[config.mk]
export PLATFORM = sky130hd
export DESIGN_NAME = multicycle_ctrl
export DESIGN_NICKNAME = d
export VERILOG_FILES = /design/src/rtl/multicycle_ctrl.sv
export SDC_FILE = /design/constraint.sdc
export NUM_CORES = 1
export LEC_CHECK = 0
export CAP_MARGIN = 20
export CORE_ASPECT_RATIO = 1.2
export CORE_MARGIN = 2
export CORE_UTILIZATION = 35
export DETAILED_ROUTE_END_ITERATION = 8
export PLACE_DENSITY = 0.74
export SYNTH_ARGS = -nofsm -noshare
export SYNTH_HDL_FRONTEND = slang
export SYNTH_SLANG_ARGS = --single-unit
export TNS_END_PERCENT = 50
[constraint.sdc]
create_clock -name clk -period 1.25 [get_ports clk]
set_input_delay 0.125 -clock clk [delete_from_list [all_inputs] [get_ports clk]]
set_output_delay 0.125 -clock clk [all_outputs]
set_load 0.01 [all_outputs]
[src/rtl/multicycle_ctrl.sv]
// multicycle_ctrl -- control unit for a multicycle MIPS-subset datapath.
//
// Supported instructions: R-type, ori, addiu, lui, lw, sw, beq, j.
// The controller is a Moore/Mealy FSM: the state register advances on clk,
// and all control outputs are decoded combinationally from the current
// state, op, zero and mem_ready.
//
// Ports:
//   clk        in   sole clock, rising edge
//   rst_n      in   synchronous active-low reset; forces all outputs to 0
//   op[5:0]    in   opcode field of the instruction register
//   funct[5:0] in   funct field; the datapath ALU decoder consumes it directly
//   zero       in   ALU zero flag (beq condition)
//   mem_ready  in   memory handshake; an access completes when high
//   PCWrite, IRWrite, RegWrite, MemRead, MemWrite, ALUSrc, ExtOp, illegal_op
//   RegDst[1:0], DatatoReg[1:0], ALUOp[1:0], PCSrc[1:0]
//
// Optional feature (macro MC_CTRL_PERF_EN):
//   cycle_cnt[31:0]  cycles spent out of reset
//   instr_cnt[31:0]  completed instructions (entries into FETCH, illegal included)

module multicycle_ctrl (
    input  logic       clk,
    input  logic       rst_n,
    input  logic [5:0] op,
    input  logic [5:0] funct,
    input  logic       zero,
    input  logic       mem_ready,
    output logic       PCWrite,
    output logic       IRWrite,
    output logic       RegWrite,
    output logic       MemRead,
    output logic       MemWrite,
    output logic       ALUSrc,
    output logic       ExtOp,
    output logic       illegal_op,
    output logic [1:0] RegDst,
    output logic [1:0] DatatoReg,
    output logic [1:0] ALUOp,
`ifdef MC_CTRL_PERF_EN
    output logic [31:0] cycle_cnt,
    output logic [31:0] instr_cnt,
`endif
    output logic [1:0] PCSrc
);

    localparam logic [5:0] OP_RTYPE = 6'b000000;
    localparam logic [5:0] OP_ORI   = 6'b001101;
    localparam logic [5:0] OP_ADDIU = 6'b001001;
    localparam logic [5:0] OP_LUI   = 6'b001111;
    localparam logic [5:0] OP_LW    = 6'b100011;
    localparam logic [5:0] OP_SW    = 6'b101011;
    localparam logic [5:0] OP_BEQ   = 6'b000100;
    localparam logic [5:0] OP_J     = 6'b000010;

    typedef enum logic [3:0] {
        FETCH, DECODE, EXEC_R, EXEC_I, WB_R, WB_I,
        MEM_ADDR, MEM_RD, MEM_WB, MEM_WR, BRANCH, JUMP
    } state_t;

    state_t state, next_state;

    // funct selects the ALU operation in the datapath; the FSM never needs it.
    logic unused_funct;
    assign unused_funct = ^funct;

    always_ff @(posedge clk) begin
        if (!rst_n) state <= FETCH;
        else        state <= next_state;
    end

    always_comb begin
        next_state = state;
        PCWrite    = 1'b0;
        IRWrite    = 1'b0;
        RegWrite   = 1'b0;
        MemRead    = 1'b0;
        MemWrite   = 1'b0;
        ALUSrc     = 1'b0;
        ExtOp      = 1'b0;
        illegal_op = 1'b0;
        RegDst     = 2'b00;
        DatatoReg  = 2'b00;
        ALUOp      = 2'b00;
        PCSrc      = 2'b00;

        unique case (state)
            FETCH: begin
                MemRead = 1'b1;
                if (mem_ready) begin
                    IRWrite    = 1'b1;
                    PCWrite    = 1'b1;
                    next_state = DECODE;
                end
            end
            DECODE: begin
                case (op)
                    OP_RTYPE:                next_state = EXEC_R;
                    OP_ORI, OP_ADDIU, OP_LUI: next_state = EXEC_I;
                    OP_LW, OP_SW:            next_state = MEM_ADDR;
                    OP_BEQ:                  next_state = BRANCH;
                    OP_J:                    next_state = JUMP;
                    default: begin
                        illegal_op = 1'b1;
                        next_state = FETCH;
                    end
                endcase
            end
            EXEC_R: begin
                ALUOp      = 2'b10;
                next_state = WB_R;
            end
            WB_R: begin
                RegWrite   = 1'b1;
                RegDst     = 2'b01;
                next_state = FETCH;
            end
            EXEC_I: begin
                // lui needs only the immediate routed; the ALU result is unused.
                ALUSrc = 1'b1;
                if (op == OP_ORI) begin
                    ALUOp = 2'b11;
                end else if (op == OP_ADDIU) begin
                    ExtOp = 1'b1;
                end
                next_state = WB_I;
            end
            WB_I: begin
                RegWrite   = 1'b1;
                DatatoReg  = (op == OP_LUI) ? 2'b10 : 2'b00;
                next_state = FETCH;
            end
            MEM_ADDR: begin
                ALUSrc     = 1'b1;
                ExtOp      = 1'b1;
                next_state = (op == OP_SW) ? MEM_WR : MEM_RD;
            end
            MEM_RD: begin
                MemRead = 1'b1;
                if (mem_ready) next_state = MEM_WB;
            end
            MEM_WB: begin
                RegWrite   = 1'b1;
                DatatoReg  = 2'b01;
                next_state = FETCH;
            end
            MEM_WR: begin
                MemWrite = 1'b1;
                if (mem_ready) next_state = FETCH;
            end
            BRANCH: begin
                ALUOp      = 2'b01;
                PCSrc      = 2'b01;
                PCWrite    = zero;
                next_state = FETCH;
            end
            JUMP: begin
                PCSrc      = 2'b10;
                PCWrite    = 1'b1;
                next_state = FETCH;
            end
            default: next_state = FETCH;
        endcase

        // Reset silences the datapath immediately, not one edge later.
        if (!rst_n) begin
            PCWrite    = 1'b0;
            IRWrite    = 1'b0;
            RegWrite   = 1'b0;
            MemRead    = 1'b0;
            MemWrite   = 1'b0;
            ALUSrc     = 1'b0;
            ExtOp      = 1'b0;
            illegal_op = 1'b0;
            RegDst     = 2'b00;
            DatatoReg  = 2'b00;
            ALUOp      = 2'b00;
            PCSrc      = 2'b00;
        end
    end

`ifdef MC_CTRL_PERF_EN
    always_ff @(posedge clk) begin
        if (!rst_n) begin
            cycle_cnt <= 32'd0;
            instr_cnt <= 32'd0;
        end else begin
            cycle_cnt <= cycle_cnt + 32'd1;
            if (state != FETCH && next_state == FETCH)
                instr_cnt <= instr_cnt + 32'd1;
        end
    end
`endif

endmodule
==> results.yml, run 1 <==
grt:
  grt_usage: 0.275
  grt_pass1_vias: 996
  antenna_found_initial: 0
  gr-total-overflow: 0
  grt_max_degree: 11
  grt_pass1_wl_mm: 4.49
setup_path:
  crit_start: "state[3]"
  crit_path_top_delay_cell: "dfxtp_2"
  end_kind: "primary output"
  crit_arrival_ns: 1.46
  reg2reg_slack_ns: -0.27
  crit_chain: "buf_4, nand2b_4, nor2_4, a41oi_2, nor2b_1, buf_2"
  r2r-start: "state[3]"
  critical_path.startpoint_type: "flop"
  reg2regPathDepth: 7
  crit_family: "simple AND/OR/NAND/NOR gates"
  r2r_end: "state[3]"
  path_class: "reg2out"
  path_buf_inv: 2
  slowest_delay_ns: 0.33
  cp.required_ns: 1.12
  cp-endpoint: "ALUOp[0]"
  critPathMaxFanout: 3
  cp.depth: 6
sta:
  rsz0062_at_grt: "yes"
  fin_crit_sh: 1.27
  setup_viol: 19
  hold_violations: 0
  fin_crit_ns: 1.58
  slew_violations: 0
  fin_ws_ns: -0.333
  skew_ns: 0.0177
  max_freq_ghz: 0.632
yosys:
  async_flop_share: 0
  syn_avg_cell_area_um2: 6.96
  syn_nets: 107
  synth_cells: 91
  synth_cell_types: 36
  synth_edf_count: 0
  ys_warn_count: 0
  ys_ff_latch: 4
  synth_ff_type: "dfxtp_1"
  seq_area_frac_synth: 0.126
  netlist_area_um2: 633
cells_and_area:
  drive_above_1_share: 0.635
  final_common_cell: "buf_4"
  final_util: 0.798
  multi_input_area_um2: 648
  final_cell_count_no_fill: 174
  synthToLayoutAreaGrowth_pct: 109
  final_cell_mix: "41 x buf_4, 14 x buf_2, 8 x buf_6"
  max_flop_register: "state"
  final_nets: 174
  largest_reg_flops: 4
  reg_top3: "state x4"
  seq_area_um2: 92.6
  n_antenna_cell: 0
  fillers: 120
hold_path:
  hold_class: "in2reg"
route:
  drtIter0Drc: 20
  drtAntennaViolNets: 0
  avgRoutedWirePerCell_um: 16.4
  route.detailed.drc: 0
  drt-pass1-iter-count: 4
  dr_total_vias: 1003
  routed_wirelength_mm: 2.86
  vias_per_cell: 5.76
cts:
  cts_max_path_buffers: 2
  cts_root_buf: "clkbuf_4"
  cts_tree: "done"
  clkTransAtPathRegs_ns: 0.05
  numCtsBuffers: 3
  cts_htree_levels: 1
  insertion_delay_ns: 0.25
  ctsHoldBuffers: 0
  clkSinkCount: 4
pwr:
  p_per_area_nw_per_um2: 471
  leakagePower_nw: 0.609
  ir_drop_mv: 0.556
outcome:
  status: "finished with violations"
  violations: "setup timing"
floorplanning:
  die_width_um: 42.8
  io_pins: 32
  start_util: 0.381
  die_area_um2: 2170
  core_area_um2: 1660
  dieHeight_um: 50.6
  num_rows: 16
placed_design:
  dp_hpwl_mm: 1.71
  portBuffers: 24
  numPlacedInstances: 162
  gp_congestion: 0.793
  dp_worst_setup_slack_ns: -0.864
flow_run:
  maxCapViolCount: 0
[worst min path at each step]
stage / endpoint / depth (start not counted) / slack (ns) / startpoint
2_1_floorplan: state[1] / 1 / 0.23 / op[4]
6_report: state[3] / 5 / 0.49 / op[3]
3_3_place_gp: state[0] / 4 / 0.69 / state[3]
4_1_cts: state[1] / 3 / 0.44 / op[4]
5_1_grt: state[3] / 5 / 0.51 / op[3]
3_5_place_dp: state[0] / 4 / 0.71 / state[3]
[power breakdown]
part           internal (mW)  leakage [nW]  switching (mW)
clock                  0.108        0.0138          0.0689
sequential             0.130        0.0352          0.0146
combinational          0.165         0.560           0.138
[worst reg2reg max path, cell delays in order (launching register included)]
cell      delay, ns
dfxtp_2        0.33
and2b_2        0.28
buf_4          0.13
buf_4          0.10
buf_4          0.10
o31ai_2        0.07
or3_1          0.35
o211ai_1       0.08
[through the flow]
| step | total power [mW] | cell area, µm² | hold WS (ns) | TNS, ns |
|---|---|---|---|---|
| after floorplan | 0.258 | 666 | 0.229 | -0.0292 |
| after global placement | 0.399 | 1160 | 0.686 | -10.94 |
| after detailed placement | 0.404 | 1160 | 0.710 | -11.43 |
| after CTS | 0.598 | 1280 | 0.443 | -3.37 |
| after global routing | 0.652 | 1330 | 0.515 | -4.99 |
| final | 0.625 | 1330 | 0.488 | -4.12 |
[synthesized netlist by cell type (2+ instances only)]
| cell | count | share of area |
|---|---|---|
| nor3_1 | 2 | 0.016 |
| buf_4 | 2 | 0.024 |
| o31ai_1 | 2 | 0.024 |
| nand3_1 | 3 | 0.024 |
| nor4b_1 | 2 | 0.028 |
| nand2_1 | 8 | 0.047 |
| nor2_1 | 8 | 0.047 |
| or3_1 | 5 | 0.049 |
| buf_2 | 3 | 0.024 |
| o21ai_0 | 3 | 0.024 |
| a21oi_1 | 5 | 0.040 |
| a21boi_0 | 2 | 0.024 |
| nand2b_1 | 7 | 0.069 |
| xor2_1 | 4 | 0.055 |
| clkbuf_1 | 3 | 0.018 |
| nand3b_1 | 2 | 0.024 |
| nor4_1 | 2 | 0.020 |
| nand4b_1 | 3 | 0.042 |
| nor2b_1 | 5 | 0.049 |
| dfxtp_1 | 4 | 0.13 |
[area by class of cell]
type | instances | share of cell area
Sequential cell | 4 | 0.0698
Timing Repair Buffer | 71 | 0.408
Multi-Input combinational cell | 78 | 0.489
Clock buffer | 3 | 0.0170
Tap cell | 18 | 0.0170
[cells by family after synthesis]
family | Yosys count | share of synthesized area
AO/OA/AOI/OAI | 20 | 0.231
XOR/XNOR | 4 | 0.0553
buffers and inverters | 9 | 0.0830
flip-flops | 4 | 0.126
multiplexers | 1 | 0.0158
other | 1 | 0.00592
AND/OR/NAND/NOR | 52 | 0.482
[metal layers]
| layer | vias up | wire length, µm | GRT usage |
|---|---|---|---|
| met4 | 0 | 108 | 0.141 |
| li1 | 463 | - | - |
| met1 | 484 | 1040 | 0.262 |
| met5 | - | 0 | 0 |
| met2 | 43 | 1580 | 0.545 |
| met3 | 13 | 129 | 0.0396 |
[repair_timing]
action                     in CTS  in global routing
setup endpoints to repair      19                 19
pin swaps                      11                  7
gates resized for setup       100                 14
setup buffers                   6                  3
No activity file was read; power rests on OpenSTA's default activity.
==> run 2, diff against run 1 <==
--- a/config.mk
+++ b/config.mk
@@ -7,10 +7,9 @@
 export LEC_CHECK = 0
 export CAP_MARGIN = 20
 export CORE_ASPECT_RATIO = 1.2
-export CORE_MARGIN = 2
-export CORE_UTILIZATION = 35
+export CORE_MARGIN = 10
+export CORE_UTILIZATION = 28
 export DETAILED_ROUTE_END_ITERATION = 8
-export PLACE_DENSITY = 0.74
 export SYNTH_ARGS = -nofsm -noshare
 export SYNTH_HDL_FRONTEND = slang
 export SYNTH_SLANG_ARGS = --single-unit
==> run 2 against run 1 <==
The run still ends with setup timing left. Worst hold slack lost 0.064 ns. Sequential power is essentially flat. Sequential cell count is the same. Final area shrank 0.57%. Power shrank 4.4%. Core utilization shrank 18 points. Clock power shrank 15%. Sequential share of layout area is essentially flat. Largest cell class unchanged.
==> results.yml, run 2 (synthesized netlist as in run 1, its figures left out) <==
floorplanning:
  core_area_um2: 2120
  num_rows: 18
  die_area_um2: 4570
  io_pins: 32
  die_width_um: 63.4
  dieHeight_um: 72.1
  start_util: 0.299
cts:
  cts_tree: "done"
  insertion_delay_ns: 0.23
  numCtsBuffers: 3
  ctsHoldBuffers: 0
  clkSinkCount: 4
  cts_max_path_buffers: 2
  cts_root_buf: "clkbuf_4"
  cts_htree_levels: 1
  clkTransAtPathRegs_ns: 0.04
pwr:
  ir_drop_mv: 0.363
  leakagePower_nw: 0.612
  p_per_area_nw_per_um2: 453
cells_and_area:
  fillers: 211
  final_nets: 175
  final_cell_count_no_fill: 187
  final_common_cell: "buf_4"
  largest_reg_flops: 4
  synthToLayoutAreaGrowth_pct: 108
  final_cell_mix: "44 x buf_4, 12 x buf_2, 8 x buf_6"
  reg_top3: "state x4"
  drive_above_1_share: 0.611
  n_antenna_cell: 0
  max_flop_register: "state"
  final_util: 0.623
  final_cell_area_um2: 1320
route:
  avgRoutedWirePerCell_um: 13.9
  routed_wirelength_mm: 2.60
  drtAntennaViolNets: 0
  dr_total_vias: 914
  drt-pass1-iter-count: 4
  vias_per_cell: 4.89
  drtIter0Drc: 18
  route.detailed.drc: 0
setup_path:
  crit_chain: "and2b_2, nand2b_4, nor4b_4, o21bai_4, buf_6"
  critical_path.startpoint_type: "flop"
  critPathMaxFanout: 5
  end_kind: "primary output"
  path_class: "reg2out"
  crit_arrival_ns: 1.39
  crit_start: "state[3]"
  r2r-start: "state[3]"
  crit_path_top_delay_cell: "dfxtp_2"
  cp.required_ns: 1.12
  slowest_delay_ns: 0.32
placed_design:
  portBuffers: 24
  numPlacedInstances: 178
  dpl_cell_area_um2: 1200
  dp_hpwl_mm: 2.08
  gp_congestion: 0.865
grt:
  antenna_found_initial: 0
  grt_usage: 0.115
  gr-total-overflow: 0
  grt_pass1_vias: 983
  grt_pass1_wl_mm: 4.58
  grt_max_degree: 10
sta:
  slew_violations: 0
  fin_crit_sh: 1.21
  rsz0062_at_grt: "yes"
  tns_ns: -2.90
  setup_viol: 19
  hold_violations: 0
  fin_ws_ns: -0.263
  max_freq_ghz: 0.661
  skew_ns: 0.00293
  fin_crit_ns: 1.51
hold_path:
  hp-start: "op[3]"
  hold_class: "in2reg"
outcome:
  status: "finished with violations"
  violations: "setup timing"
flow_run:
  maxCapViolCount: 0
==> run 2: cell types whose count changed in the layout (fill, tap and decap cells not counted), sizes merged <==
cell           delta
buf               +1
clkbuf            +1
clkdlybuf4s15     -1
clkdlybuf4s50     -1
dlygate4sd2       +1
==> run 2: final cells by class <==
class	instances	area (µm²)	area share
multi-input combinational	78	621	0.471
timing repair buffer	72	546	0.414
clock buffer	3	22.5	0.0171
tap	30	37.5	0.0285
sequential	4	92.6	0.0702
==> run 2: worst max-delay path: cells and delay by family, from the launching register on <==
family / cells / cell delay, ns
AO/OA/AOI/OAI: 1 / 0.16
flip-flops: 1 / 0.32
buffers and inverters: 1 / 0.11
AND/OR/NAND/NOR: 3 / 0.56
==> run 2: path summary, 6_finish.rpt <==
| kind | to | slack [ns] | cells past startpoint |
|---|---|---|---|
| hold / removal | state[3] | 0.42 | 4 |
| hold reg to reg | state[3] | 0.73 | 3 |
| setup reg to reg | state[1] | -0.19 | 5 |
| setup / recovery | PCWrite | -0.26 | 5 |
==> run 2: per-stage QoR <==
step | total power [mW] | hold WS, ns | worst slack [ns]
floorplan | 0.258 | 0.229 | -0.0292
global placement | 0.408 | 0.802 | -0.778
detailed placement | 0.414 | 0.812 | -0.773
CTS | 0.586 | 0.432 | -0.311
global route | 0.634 | 0.450 | -0.306
finish | 0.597 | 0.425 | -0.263
==> run 2: timing repair <==
item                       4_1_cts  5_1_grt
setup endpoints to repair       19       19
buffers inserted                 5        1
gates resized for setup         95       15
pin swaps                       10        6
==> run 2: where the power goes <==
part / switching, mW / internal (mW)
Sequential: 0.0114 / 0.130
Clock: 0.0444 / 0.107
Combinational: 0.133 / 0.172
==> run 2: per-layer routing <==
| metal | up-vias | wire [µm] | GRT usage |
|---|---|---|---|
| li1 | 462 | - | - |
| met1 | 416 | 1060 | 0.120 |
| met2 | 32 | 1360 | 0.221 |
| met3 | 4 | 127 | 0.0246 |
| met4 | 0 | 55 | 0.0365 |
| met5 | - | 0 | 0 |
==> run 3, diff against run 2 <==
--- a/config.mk
+++ b/config.mk
@@ -10,6 +10,7 @@
 export CORE_MARGIN = 10
 export CORE_UTILIZATION = 28
 export DETAILED_ROUTE_END_ITERATION = 8
+export SLEW_MARGIN = 5
 export SYNTH_ARGS = -nofsm -noshare
 export SYNTH_HDL_FRONTEND = slang
 export SYNTH_SLANG_ARGS = --single-unit
==> results of run 3 <==
Final layout, timing and power as in run 2 (identical DEF).
